## src/rtl/noc_flit_pkg.sv

```systemverilog
// -----------------------------------------------------------------------------
// noc_flit_pkg
//   Shared definitions for the NoC flit link: flit/destination typedefs at the
//   default link geometry, the beat-register state encoding, and the width
//   function for credit counters (a counter must hold 0..depth inclusive).
// -----------------------------------------------------------------------------
package noc_flit_pkg;

  localparam int FLIT_W_DEFAULT = 128;
  localparam int DEST_W_DEFAULT = 6;

  typedef logic [FLIT_W_DEFAULT-1:0] flit_t;
  typedef logic [DEST_W_DEFAULT-1:0] dest_t;

  // Beat register occupancy: empty, or holding a beat still being serialized.
  typedef enum logic {
    BEAT_IDLE = 1'b0,
    BEAT_BUSY = 1'b1
  } beat_state_e;

  // A counter that starts full at `depth` needs to represent depth+1 values.
  function automatic int credit_w(input int depth);
    return $clog2(depth + 1);
  endfunction

endpackage

```

## src/rtl/axis_flit_credit_tx_if.sv

```systemverilog
// -----------------------------------------------------------------------------
// axis_flit_credit_tx_if
//   Bundles the AXI-Stream beat input and the data/dest/is_tail/send/credit
//   flit link of the credit transmitter.
//   master : the transmitter (consumes AXIS beats, drives the flit link,
//            receives credits).
//   slave  : the environment (user core driving AXIS, router receiving flits
//            and returning credits).
// -----------------------------------------------------------------------------
interface axis_flit_credit_tx_if #(
  parameter int TDATA_WIDTH          = 128,
  parameter int TDEST_WIDTH          = 4,
  parameter int TID_WIDTH            = 2,
  parameter int SERIALIZATION_FACTOR = 1
);
  localparam int FLIT_WIDTH = TDATA_WIDTH / SERIALIZATION_FACTOR;
  localparam int DEST_WIDTH = TDEST_WIDTH + TID_WIDTH;

  logic                   axis_tvalid;
  logic                   axis_tready;
  logic [TDATA_WIDTH-1:0] axis_tdata;
  logic                   axis_tlast;
  logic [TID_WIDTH-1:0]   axis_tid;
  logic [TDEST_WIDTH-1:0] axis_tdest;

  logic [FLIT_WIDTH-1:0]  data_out;
  logic [DEST_WIDTH-1:0]  dest_out;
  logic                   is_tail_out;
  logic                   send_out;
  logic                   credit_in;

  modport master (
    input  axis_tvalid, axis_tdata, axis_tlast, axis_tid, axis_tdest, credit_in,
    output axis_tready, data_out, dest_out, is_tail_out, send_out
  );

  modport slave (
    output axis_tvalid, axis_tdata, axis_tlast, axis_tid, axis_tdest, credit_in,
    input  axis_tready, data_out, dest_out, is_tail_out, send_out
  );
endinterface

```

## src/rtl/noc_credit_counter.sv

```systemverilog
// -----------------------------------------------------------------------------
// noc_credit_counter
//   Tracks free slots in a downstream buffer of DEPTH entries. Starts full.
//   Ports:
//     clk_noc, rst_noc_sync : clock, synchronous active-high reset
//     consume               : one slot used this cycle (caller only asserts
//                             it while has_credit is high)
//     credit_return         : one slot freed this cycle
//     count                 : current credit count, 0..DEPTH
//     has_credit            : count != 0
//   A return while already full saturates at DEPTH.
// -----------------------------------------------------------------------------
module noc_credit_counter
  import noc_flit_pkg::*;
#(
  parameter  int DEPTH = 4,
  localparam int CW    = credit_w(DEPTH)
) (
  input  logic          clk_noc,
  input  logic          rst_noc_sync,
  input  logic          consume,
  input  logic          credit_return,
  output logic [CW-1:0] count,
  output logic          has_credit
);

  localparam logic [CW-1:0] FULL = CW'(DEPTH);

  logic [CW-1:0] count_d;

  // NOTE: default assigned first so every path drives count_d and no latch is inferred.
  always_comb begin
    count_d = count;
    case ({consume, credit_return})
      2'b10:   count_d = count - 1'b1;
      2'b01:   if (count != FULL) count_d = count + 1'b1;
      default: count_d = count;  // idle, or consume and return cancel out
    endcase
  end

  // NOTE: sequential state is updated with non-blocking assignments only.
  always_ff @(posedge clk_noc) begin
    if (rst_noc_sync) count <= FULL;
    else              count <= count_d;
  end

  assign has_credit = (count != '0);

endmodule

```

## src/rtl/axis_flit_credit_tx.sv

```systemverilog
// -----------------------------------------------------------------------------
// axis_flit_credit_tx
//   Credit-based flit transmitter. Accepts AXIS beats, splits each into
//   SERIALIZATION_FACTOR flits (least-significant slice first) and launches
//   them on a registered flit link only while downstream credit is available.
//   Ports:
//     clk_noc      : NoC clock (single domain)
//     rst_noc_sync : synchronous active-high reset; drops any held beat and
//                    restores credits to FLIT_BUFFER_DEPTH
//     bus          : axis_flit_credit_tx_if.master (AXIS in, flit link out,
//                    credit_in)
//   Optional build macro AXIS_FLIT_TX_PROTOCOL_CHECK_EN adds protocol
//   assertions; the synthesized logic is the same with or without it.
// -----------------------------------------------------------------------------
module axis_flit_credit_tx
  import noc_flit_pkg::*;
#(
  parameter int TDATA_WIDTH          = 128,
  parameter int TDEST_WIDTH          = 4,
  parameter int TID_WIDTH            = 2,
  parameter int SERIALIZATION_FACTOR = 1,
  parameter int FLIT_BUFFER_DEPTH    = 4,
  parameter int FLIT_WIDTH           = TDATA_WIDTH / SERIALIZATION_FACTOR,
  parameter int DEST_WIDTH           = TDEST_WIDTH + TID_WIDTH
) (
  input logic                  clk_noc,
  input logic                  rst_noc_sync,
  axis_flit_credit_tx_if.master bus
);

  localparam int IDX_W = (SERIALIZATION_FACTOR > 1) ? $clog2(SERIALIZATION_FACTOR) : 1;
  localparam int CW    = credit_w(FLIT_BUFFER_DEPTH);
  localparam logic [IDX_W-1:0] LAST_IDX = IDX_W'(SERIALIZATION_FACTOR - 1);

  beat_state_e state_q, state_d;
  logic [IDX_W-1:0] idx_q, idx_d;

  // Held beat, viewed as SF flit slices so slice idx is a plain index.
  logic [SERIALIZATION_FACTOR-1:0][FLIT_WIDTH-1:0] beat_q;
  logic                  tlast_q;
  logic [DEST_WIDTH-1:0] dest_q;

  logic [CW-1:0] credits;
  logic          has_credit;
  logic          busy, last_flit, issue, tready, accept;

  logic [FLIT_WIDTH-1:0] data_q;
  logic [DEST_WIDTH-1:0] dest_out_q;
  logic                  send_q, tail_q;

  assign busy      = (state_q == BEAT_BUSY);
  assign last_flit = (idx_q == LAST_IDX);
  assign issue     = busy & has_credit;
  // Ready while empty, or while the final flit leaves so the next beat can
  // land in the same cycle; never depends on tvalid.
  assign tready    = !busy | (issue & last_flit);
  assign accept    = bus.axis_tvalid & tready;

  noc_credit_counter #(.DEPTH(FLIT_BUFFER_DEPTH)) u_credits (
    .clk_noc       (clk_noc),
    .rst_noc_sync  (rst_noc_sync),
    .consume       (issue),
    .credit_return (bus.credit_in),
    .count         (credits),
    .has_credit    (has_credit)
  );

  always_ff @(posedge clk_noc) begin
    if (rst_noc_sync) begin
      state_q <= BEAT_IDLE;
      idx_q   <= '0;
    end else begin
      state_q <= state_d;
      idx_q   <= idx_d;
    end
  end

  always_comb begin
    state_d = state_q;
    idx_d   = idx_q;
    case (state_q)
      BEAT_IDLE: begin
        if (accept) begin
          state_d = BEAT_BUSY;
          idx_d   = '0;
        end
      end
      BEAT_BUSY: begin
        // Without credit nothing moves: idx and the held beat stay put.
        if (issue) begin
          if (last_flit) begin
            idx_d   = '0;
            state_d = accept ? BEAT_BUSY : BEAT_IDLE;
          end else begin
            idx_d = idx_q + 1'b1;
          end
        end
      end
    endcase
  end

  // NOTE: payload registers carry no reset; state_q says whether they are meaningful.
  always_ff @(posedge clk_noc) begin
    if (accept) begin
      beat_q  <= bus.axis_tdata;
      tlast_q <= bus.axis_tlast;
      dest_q  <= {bus.axis_tid, bus.axis_tdest};
    end
  end

  // Link outputs: send/tail are one-cycle pulses, data/dest hold between flits.
  always_ff @(posedge clk_noc) begin
    if (rst_noc_sync) begin
      send_q     <= 1'b0;
      tail_q     <= 1'b0;
      data_q     <= '0;
      dest_out_q <= '0;
    end else begin
      send_q <= issue;
      tail_q <= issue & tlast_q & last_flit;
      if (issue) begin
        data_q     <= beat_q[idx_q];
        dest_out_q <= dest_q;
      end
    end
  end

  assign bus.axis_tready = tready;
  assign bus.send_out    = send_q;
  assign bus.is_tail_out = tail_q;
  assign bus.data_out    = data_q;
  assign bus.dest_out    = dest_out_q;

`ifdef AXIS_FLIT_TX_PROTOCOL_CHECK_EN
  a_credit_overflow : assert property (@(posedge clk_noc) disable iff (rst_noc_sync)
    !(bus.credit_in && !issue && credits == CW'(FLIT_BUFFER_DEPTH)));

  a_axis_payload_stable : assert property (@(posedge clk_noc) disable iff (rst_noc_sync)
    (bus.axis_tvalid && !tready) |=>
      $stable({bus.axis_tdata, bus.axis_tlast, bus.axis_tid, bus.axis_tdest}));

  a_axis_tvalid_held : assert property (@(posedge clk_noc) disable iff (rst_noc_sync)
    (bus.axis_tvalid && !tready) |=> bus.axis_tvalid);

  a_send_needs_credit : assert property (@(posedge clk_noc) disable iff (rst_noc_sync)
    bus.send_out |-> ($past(credits) != '0));
`else
  // The count itself is only observed by the checks; keep it visibly consumed.
  logic unused_credits;
  assign unused_credits = ^credits;
`endif

endmodule

```

## src/flat_wrapper.sv

```systemverilog
// flat-port wrapper written by rule: the top's interface ports become plain ports
module axis_flit_credit_tx_flat import noc_flit_pkg::*;
#(
  parameter int TDATA_WIDTH          = 128,
  parameter int TDEST_WIDTH          = 4,
  parameter int TID_WIDTH            = 2,
  parameter int SERIALIZATION_FACTOR = 1,
  parameter int FLIT_BUFFER_DEPTH    = 4,
  parameter int FLIT_WIDTH           = TDATA_WIDTH / SERIALIZATION_FACTOR,
  parameter int DEST_WIDTH           = TDEST_WIDTH + TID_WIDTH
)
  (clk_noc, rst_noc_sync, bus_axis_tvalid, bus_axis_tdata, bus_axis_tlast, bus_axis_tid, bus_axis_tdest, bus_credit_in, bus_axis_tready, bus_data_out, bus_dest_out, bus_is_tail_out, bus_send_out);
  axis_flit_credit_tx_if #(.TDATA_WIDTH(TDATA_WIDTH), .TDEST_WIDTH(TDEST_WIDTH), .TID_WIDTH(TID_WIDTH), .SERIALIZATION_FACTOR(SERIALIZATION_FACTOR)) bus_i ();
  input logic clk_noc;
  input logic rst_noc_sync;
  input wire logic [$bits(bus_i.axis_tvalid)-1:0] bus_axis_tvalid;
  input wire logic [$bits(bus_i.axis_tdata)-1:0] bus_axis_tdata;
  input wire logic [$bits(bus_i.axis_tlast)-1:0] bus_axis_tlast;
  input wire logic [$bits(bus_i.axis_tid)-1:0] bus_axis_tid;
  input wire logic [$bits(bus_i.axis_tdest)-1:0] bus_axis_tdest;
  input wire logic [$bits(bus_i.credit_in)-1:0] bus_credit_in;
  output wire logic [$bits(bus_i.axis_tready)-1:0] bus_axis_tready;
  output wire logic [$bits(bus_i.data_out)-1:0] bus_data_out;
  output wire logic [$bits(bus_i.dest_out)-1:0] bus_dest_out;
  output wire logic [$bits(bus_i.is_tail_out)-1:0] bus_is_tail_out;
  output wire logic [$bits(bus_i.send_out)-1:0] bus_send_out;
  assign bus_i.axis_tvalid = bus_axis_tvalid;
  assign bus_i.axis_tdata = bus_axis_tdata;
  assign bus_i.axis_tlast = bus_axis_tlast;
  assign bus_i.axis_tid = bus_axis_tid;
  assign bus_i.axis_tdest = bus_axis_tdest;
  assign bus_i.credit_in = bus_credit_in;
  assign bus_axis_tready = bus_i.axis_tready;
  assign bus_data_out = bus_i.data_out;
  assign bus_dest_out = bus_i.dest_out;
  assign bus_is_tail_out = bus_i.is_tail_out;
  assign bus_send_out = bus_i.send_out;
  axis_flit_credit_tx #(.TDATA_WIDTH(TDATA_WIDTH), .TDEST_WIDTH(TDEST_WIDTH), .TID_WIDTH(TID_WIDTH), .SERIALIZATION_FACTOR(SERIALIZATION_FACTOR), .FLIT_BUFFER_DEPTH(FLIT_BUFFER_DEPTH), .FLIT_WIDTH(FLIT_WIDTH), .DEST_WIDTH(DEST_WIDTH)) u_core (.clk_noc(clk_noc), .rst_noc_sync(rst_noc_sync), .bus(bus_i));
endmodule
```

## config.mk

```make
export PLATFORM = sky130hd
export DESIGN_NAME = axis_flit_credit_tx_flat
export DESIGN_NICKNAME = d
export VERILOG_FILES = /design/src/rtl/noc_flit_pkg.sv /design/src/rtl/axis_flit_credit_tx_if.sv /design/src/rtl/noc_credit_counter.sv /design/src/rtl/axis_flit_credit_tx.sv /design/src/flat_wrapper.sv
export SDC_FILE = /design/constraint.sdc
export NUM_CORES = 1
export LEC_CHECK = 0
export BUFFER_PORTS_ARGS = -buffer_cell sky130_fd_sc_hd__buf_2
export CORE_UTILIZATION = 25
export CTS_CLUSTER_DIAMETER = 120
export DETAILED_ROUTE_END_ITERATION = 10
export GPL_TIMING_DRIVEN = 0
export HOLD_SLACK_MARGIN = 0.1
export MAX_ROUTING_LAYER = met4
export PLACE_DENSITY_LB_ADDON = 0.12
export SLEW_MARGIN = 30
export SYNTH_ARGS = -nofsm -noshare
export SYNTH_HDL_FRONTEND = slang
export SYNTH_SLANG_ARGS = --single-unit
export TNS_END_PERCENT = 10
```

## constraint.sdc

```tcl
create_clock -name clk_noc -period 10.3 [get_ports clk_noc]
set_input_delay 1.545 -clock clk_noc [delete_from_list [all_inputs] [get_ports clk_noc]]
set_output_delay 1.545 -clock clk_noc [all_outputs]
set_load 0.1 [all_outputs]
```

==> results, run 1 <==
- The run finished with clean final reports.
- The core region is between 30000 and 40000 um2.
- Entering global routing, the biggest net connects 25 pins.
- The slew of the pin with the lowest slew margin is between 0.9 and 1 ns.
- In the final layout, the share of cells above drive strength 1 is roughly a third.
- The final layout net count is around 1200.
- In this run the clock root is driven by a clkbuf_16.
- The total length of routed wires is ~24000 um.
- The commonest cells after synthesis are 271 x nand2_1, 140 x dfxtp_1, 135 x a21oi_1, 135 x edfxtp_1, 24 x buf_2.
- The distinct cell type count after synthesis is 28.
- The endpoint arrival time on the critical path is between 2 and 2.5 ns.
- The clock passes through at most 3 buffers.
- The sequential share of the synthesized area is around three quarters.
- Of all cell types, the one taking the most synthesized area is edfxtp_1.
- The synthesized area is ~9000 um2.
- The worst setup path is launched from a flip-flop.
- For this design, the CTS-stage hold fixing added 0 buffers.
- Among all stages on the critical path, the largest delay is contributed by nor4b_1.
- The I/O pin total is ~280.
- The critical-path maximum fanout is 8.
- The number of buffers created by CTS is 31.
- The detailed-route DRC error count is 0.
- The final global-route overflow total is 0.
- The most used flip-flop cell after synthesis is dfxtp_1.
- The initial utilization of the core area, before any placement, comes to between 20 and 30%.
- Before CTS, the worst setup slack after placement is approximately 7.1 ns.
- Dividing the detail-routed wire length by the instance count gives about 15 um.
- The number of standard-cell rows in the floorplan is 69.
- The worst-case IR drop observed on VDD is 137 uV.
- Setup violations remaining at the end of the flow were counted as 0.
- The kind of end point of the critical path is an output pin.
- At the worst endpoint, the required time is between 8 and 9 ns.
- The clock latency reported for the late side of the worst-skew pair is 0.56 ns.
- The most numerous cell in the Yosys netlist is nand2_1.
- The cell count after synthesis came out at around 760.
- Setup repair after global routing left no endpoint under its margin.
- The area added between synthesis and finish is 35.4%.
- By area the synthesized netlist is led by edfxtp_1 45%, dfxtp_1 31%, nand2_1 11%.
- The time the final worst path needs with I/O delays and setup is 3.68 ns.
- The overall track demand over capacity in global routing is 13.0%.
- The first TritonRoute pass finished after 4 iterations.
- The number of antenna-violating nets in the routed design is 0.
- Gates resized during post-CTS repair numbered 0.
- After synthesis the netlist holds a flip-flop and latch count of ~280.
- The number of setup buffers added after CTS is 0.
- After clock tree synthesis, the clock-pin slew on the worst setup and hold paths is about 0.060 ns.
- The maximum level of the CTS H-tree is 1.
- The max-capacitance violation count is 0.
- Of the post-synthesis cell area, the dominant cell type holds a little under half.
- The delay of the slowest critical-path stage is around 0.67 ns.
- The signal on the critical path passes through buf_6 -> nor4b_1 -> inv_1 -> buf_2.
- The die covers about 37000 um2.
- Timing would allow up to about 270 MHz.
- The power per cell area is around 230 nW/um2.
- The wire length of the first global-routing pass is ~36000 um.
- At the end of routability-driven placement, the weighted congestion stood at between 0.7 and 0.8.
- In this run the static leakage power is approximately 5.0 nW.
- The worst setup path category is reg -> out.
- For this block, wires on met1 add up to between 10000 and 15000 um.
- In the detailed route, the total length drawn on met2 is around 11000 um.
- The type of the most critical hold path is reg -> reg.
- The HPWL after detailed placement is 16200 um.
- The initial antenna violation count came to 6.
- The net count after synthesis is 896.
- The number of buffer cells added on primary ports is about 270.
- The share of the clock period used by the worst path after layout is 35.7%.
- The uppermost layer routed is met4.
- The post-synthesis average cell area is ~12 um2.
- The number of hold violations in the final report is 0.
- The floorplan step set the die height to roughly 190 um.
- The average vias per placed instance is 4.05.
- The number of sinks handled by clock tree synthesis is about 280.
- The number of global-route vias before repair is 6227.
- The max-slew violation count is 0.
- Across all setup checks in the final design, the least slack found is around 6.6 ns.
- The routed design uses 1910 um of met3 wire.
- The clock tree from TritonCTS is yes.
- The post-route clock skew is 0.0128 ns.
- The number of placed instances with taps included is about 1500.
- Headroom to the max-slew limit came out at 37.9%.
- The layout has 3589 filler cells.
- The detailed router's first-iteration violation count is around 220.
- The count of flip-flops with a built-in enable after synthesis is between 100 and 150.
- During synthesis, Yosys emitted a total of 0 warnings.
- The horizontal die dimension is around 190 um.
- In the synthesized netlist the async set-or-reset flop fraction comes to 0%.
- The finished layout holds about 1600 standard cells, fillers aside.
- The detailed router placed about 6300 vias in this run.
## cells by family after synthesis
group | share of synthesized area, %
adders and majority gates | 0.223
AOI/OAI and AO/OA | 8.33
and+or+nand+nor | 12.0
xor gates and xnor gates | 0.195
buffers and inverters | 3.05
DFF | 76.2
## final timing paths
path | from | end | slack (ns) | depth (start not counted)
min reg2reg | u_core.tlast_q | u_core.bus.is_tail_out | 0.45 | 1
min | u_core.tlast_q | u_core.bus.is_tail_out | 0.45 | 1
max | u_core.u_credits.count[0] | bus_axis_tready | 6.62 | 4
max reg2reg | u_core.u_credits.count[0] | u_core.u_credits.count[2] | 7.90 | 9
## cells in the final DEF, fill, tap and decap left out, types with 5 or more instances in the layout
cell	synthesis	routed
a21oi_1	135	135
buf_16	0	7
buf_2	24	298
buf_6	6	6
clkbuf_1	15	28
clkbuf_16	0	31
clkbuf_8	0	5
dfxtp_1	140	140
diode_2	0	7
edfxtp_1	135	135
nand2_1	271	271
nor2_1	5	5
## sequential cells by signal (all words and copies together), names as in the netlist
register / flops
u_core.busy: 1
u_core.bus.data_out: 128
u_core.beat_q: 128
u_core.bus.dest_out: 6
u_core.bus.is_tail_out: 1
u_core.dest_q: 6
u_core.tlast_q: 1
u_core.u_credits.count: 3
u_core.bus.send_out: 1
## critical path: cells and delay by family (launching register included)
family / cells / cell delay, ns
buffers and inverters: 3 / 0.57
and+or+nand+nor: 1 / 0.67
DFF: 1 / 0.33
## power by group
part           switching, W  internal (W)  total (W)
sequential        0.0000271       0.00122    0.00125
clock              0.000435      0.000666    0.00110
combinational      0.000359     0.0000907   0.000449
## final cells by class
cell class	count	area [um2]	share of cell area, %
repair buffers	281	1560	12.8
flip-flops and latches	275	6860	56.3
plain buffers	48	263	2.16
clock inverters	9	124	1.02
well taps	461	577	4.74
diodes	7	17.5	0.144
inverters	3	11.3	0.0925
clock buffers	49	893	7.33
multi-input cells	430	1870	15.4
## routing by layer
metal / track usage [%] / up-vias
li1: - / 3207
met1: 15.9 / 2896
met2: 20.4 / 179
met3: 4.57 / 43
met4: 3.33 / 0
met5: - / -
## metrics by stage
stage	instance area, um2	power, W	setup TNS, ns	util, %	hold WS [ns]
global route	12200	0.00292	0	34.3	0.463
global placement	10900	0.00173	-264.49	30.8	0.429
CTS	12200	0.00286	0	34.3	0.451
finish	12200	0.00280	0	34.3	0.447
floorplan	9000	0.00162	0	-	0.420
detailed placement	11100	0.00173	0	31.4	0.431
No activity file was read; power rests on OpenSTA's default activity.
==> run 2, diff against run 1 <==
--- a/config.mk
+++ b/config.mk
@@ -5,6 +5,7 @@
 export SDC_FILE = /design/constraint.sdc
 export NUM_CORES = 1
 export LEC_CHECK = 0
+export ABC_AREA = 1
 export BUFFER_PORTS_ARGS = -buffer_cell sky130_fd_sc_hd__buf_2
 export CORE_UTILIZATION = 25
 export CTS_CLUSTER_DIAMETER = 120
==> constraint.sdc (replaced) <==
create_clock -name clk_noc -period 3.2 [get_ports clk_noc]
set_input_delay 0.48 -clock clk_noc [delete_from_list [all_inputs] [get_ports clk_noc]]
set_output_delay 0.48 -clock clk_noc [all_outputs]
set_load 0.1 [all_outputs]
==> run 2 against run 1 <==
Effect of this change: design area down 0.19%; sequential power rose to 3.3 times the previous value; die area shrank 0.36%; critical endpoint unchanged.
==> results, run 2 <==
- The flow ran to the end, and the final reports show no timing, DRC or antenna violations.
- The core utilization of the finished layout is 34.8% (+0.52 points).
- The floorplan die area is 36600 um2 (-0.36%).
- The max-capacitance violation count was 0 (unchanged).
- The fraction of layout instances using a drive strength above 1 was 33.5% (+0.82 points).
- The standard cell with the maximum stage delay on the critical path is buf_2.
- The setup path with the least slack is of type reg -> out.
- After synthesis, the cell types taking the most area are edfxtp_1 45%, dfxtp_1 31%, nor2_1 11%.
- The final layout net count is 1213 (+0.25%).
- The critical-path maximum fanout is 4 (-4).
- The count of flip-flops with a built-in enable after synthesis is 135 (unchanged).
- The endpoint arrival time on the critical path came to 1.48 ns (-0.65 ns).
- The overall track demand over capacity in global routing came to 12.8% (-0.22 points).
- The number of antenna-violating nets in the routed design is 0 (unchanged).
- The hold buffer count at CTS is 0 (unchanged).
- The detailed router's first-iteration violation count came to 200 (-7.8%).
- The most used flip-flop cell after synthesis is dfxtp_1.
- The effective utilization at floorplan is 25.7% (+0.34 points).
- Setup repair after global routing left no endpoint under its margin.
- The maximum vdd ir drop is 506 uV (+270%).
- The power per cell area is 799 nW/um2 (+250%).
- The average vias per placed instance came to 3.99 (-1.5%).
- The buffer levels on the longest clock path is 3 (unchanged).
- The normalized max-slew margin is 62.3% (+24 points).
- The synthesized area came to 8960 um2 (-0.36%).
- The slew of the pin with the lowest slew margin was 0.565 ns (-0.367 ns).
- The internal power is 0.00660 W (+230%).
- The depth of the worst register-to-register path is 12 (+3).
- The wire length of the first global-routing pass is 34400 um (-3.5%).
- The time the final worst path needs with I/O delays and setup is ~2 ns.
- The quantity of gates resized following cts is 0 (unchanged).
- The switching share of power is 32.0% (+2.7 points).
- The number of buffers and inverters on the critical path came to 1 (-2).
- The final global-route overflow total is 0 (unchanged).
- The commonest cells after synthesis are 274 x nor2_1, 140 x dfxtp_1, 135 x edfxtp_1.
- The number of standard-cell rows in the floorplan is 68 (-1.4%).
- The number of fillers in the final layout is 3597 (+0.22%).
- Broken down by cell family, the worst path's largest delay share belongs to buffers and inverters.
- The fraction of synthesis flops using an asynchronous set or reset pin was 0% (unchanged).
- The part of the total power dissipated in combinational logic is 19.5% (+3.5 points).
- The static leakage is 5.15 nW (+3.3%).
- The part of the total power dissipated in the clock network was 38.4% (-0.9 points).
- The number of buffer cells added on primary ports is 275 (+0.36%).
- The I/O pin total is 276 (unchanged).
- The combined area of the multi-input logic cells is 1850 um2 (-1.5%).
- The delay of the slowest critical-path stage was 0.44 ns (-0.23 ns).
- The area added between synthesis and finish is 35.6%.
- The maximum clock frequency is roughly 510 MHz.
- The max-slew violation count is 0 (unchanged).
- The signal on the critical path passes through nor2_4 -> nand3_4 -> buf_2.
- The cell depth of the worst min-delay path came to 1 (unchanged).
- The post-synthesis average cell area came to 11.8 um2 (-0.49%).
- The total length of routed wires is 23000 um (-2.5%).
- The instance count of the mapped netlist is 757 (+0.13%).
- The switching power total is 0.00311 W (+280%).
- The number of buffers created by CTS was 34 (+9.7%).
- The detailed-route DRC error count is 0 (unchanged).
- The hold slack was 0.144 ns (-0.303 ns).
- The sequential share of the synthesized area came to 76.5% (+0.28 points).
- STA classifies the critical path startpoint as a flip-flop.
- Of the available clock period, the critical path in the final layout requires approximately three fifths.
- The clock latency reported for the late side of the worst-skew pair is 0.51 ns (-0.05 ns).
- The maximum level of the CTS H-tree is 2 (+1).
- The die outline height is 191 um (-0.18%).
- The number of sinks handled by clock tree synthesis came to 275 (unchanged).
- The number of global-route vias before repair was 6134 (-1.5%).
- The area share of the leading cell type in the synthesized netlist is 45.2% (+0.16 points).
- The required time of the critical path is 2.72 ns (-6.04 ns).
- The number of warnings reported in the yosys synthesis log was 0 (unchanged).
- The library cell with the largest summed area after synthesis is edfxtp_1.
- The net count after synthesis is 897 (+0.11%).
- The weighted congestion at the end of routability-driven global placement is 0.720 (+1.6%).
- The initial antenna violation count is 4 (-2).
- The total iterations of the first detailed-routing run is 4 (unchanged).
- The routed length per instance came to 14.8 um (-2.2%).
- The distinct cell type count after synthesis is 21 (-25%).
- The most numerous cell in the Yosys netlist is nor2_1.
- The critical path depth in cells is 3 (-1).
- The setup violation total in the final timing report is 0 (unchanged).
- The worst setup path is captured at an output pin.
- The clock-pin transition on the worst setup and hold timing paths was 0.06 ns (about the same).
- The worst hold path belongs to the class in -> reg.
- The horizontal die dimension is 191 um (-0.18%).
- The HPWL after detailed placement was 16200 um (about the same).
- The core footprint was 34900 um2 (-1.7%).
- The footprint of the flip-flops and latches is 6860 um2 (about the same).
- The post-CTS setup-driven buffer insertion count is 0 (unchanged).
- The overall via count from detail_route is 6207 (-1.9%).
- The register bit total from synthesis came to 275 (unchanged).
- The cell at the root of the clock tree is clkbuf_16.
- The maximum number of pins on one net before global-route repair is 29 (+16%).
- The number of hold violations in the final report is 0 (unchanged).
- The clock tree from TritonCTS is yes.
- In the layout the commonest cells are 290 x buf_2, 274 x nor2_1, 138 x dfxtp_1.
- Leaving out fill and tap cells, the most frequent cell in the layout is buf_2.
- The post-route clock skew came to 0.00879 ns (-0.00402 ns).
- The sequential group share of total power is 42.1% (-2.6 points).
-- run 2: cell type report --
class	count	area share [%]
diodes	4	0.0823
plain buffers	44	2.05
clock buffers	49	8.32
clock inverters	12	0.690
inverters	8	0.298
multi-input cells	430	15.2
flip-flops and latches	275	56.4
well taps	455	4.68
repair buffers	280	12.3
-- run 2: cell families (layout without fill, tap and decap cells) --
group                      count (synthesis)  in the layout  share of synthesized area (%)
buffers and inverters                     52            393                           3.14
and+or+nand+nor                          292            292                           12.5
adders and majority gates                  1              1                          0.223
other                                      0              4                              0
DFF                                      275            275                           76.5
AOI/OAI and AO/OA                        137            137                           7.65
-- run 2: power groups by stage --
stage | Sequential (W) | Combinational (W) | Clock, W
4_1_cts | 0.00409 | 0.00192 | 0.00388
2_1_floorplan | 0.00528 | 0.000389 | 0
3_3_place_gp | 0.00417 | 0.00189 | 0
5_1_grt | 0.00412 | 0.00201 | 0.00401
3_5_place_dp | 0.00417 | 0.00192 | 0
6_report | 0.00409 | 0.00189 | 0.00373
-- run 2: worst paths after layout --
path	startpoint	end	slack (ns)
min reg2reg	u_core.bus.data_out[77]	u_core.bus.data_out[77]	0.47
max	u_core.u_credits.count[0]	bus_axis_tready	1.24
min	bus_axis_tdata[62]	u_core.beat_q[62]	0.14
max reg2reg	u_core.u_credits.count[1]	u_core.u_credits.count[2]	1.33
-- run 2: stage by stage --
| step | area [um2] | std cells | setup slack (ns) | total power, W | setup TNS [ns] |
|---|---|---|---|---|---|
| global placement | 10900 | 1487 | -1.18 | 0.00606 | -157.91 |
| detailed placement | 11100 | 1492 | 1.27 | 0.00609 | 0 |
| CTS | 12100 | 1553 | 1.20 | 0.00989 | 0 |
| floorplan | 8990 | 757 | -0.162 | 0.00567 | -21.91 |
| finish | 12200 | 1557 | 1.24 | 0.00971 | 0 |
| global route | 12200 | 1557 | 1.16 | 0.0101 | 0 |
-- run 2: per-layer routing --
| layer | up-vias | global-route usage (%) | routed length (um) | share of wire, % |
|---|---|---|---|---|
| met5 | - | - | 0 | 0 |
| met4 | 0 | 4.30 | 525 | 2.3 |
| met3 | 41 | 5.10 | 2130 | 9.3 |
| met2 | 204 | 20.6 | 10700 | 47 |
| met1 | 2780 | 14.4 | 9640 | 42 |
| li1 | 3182 | - | - | - |
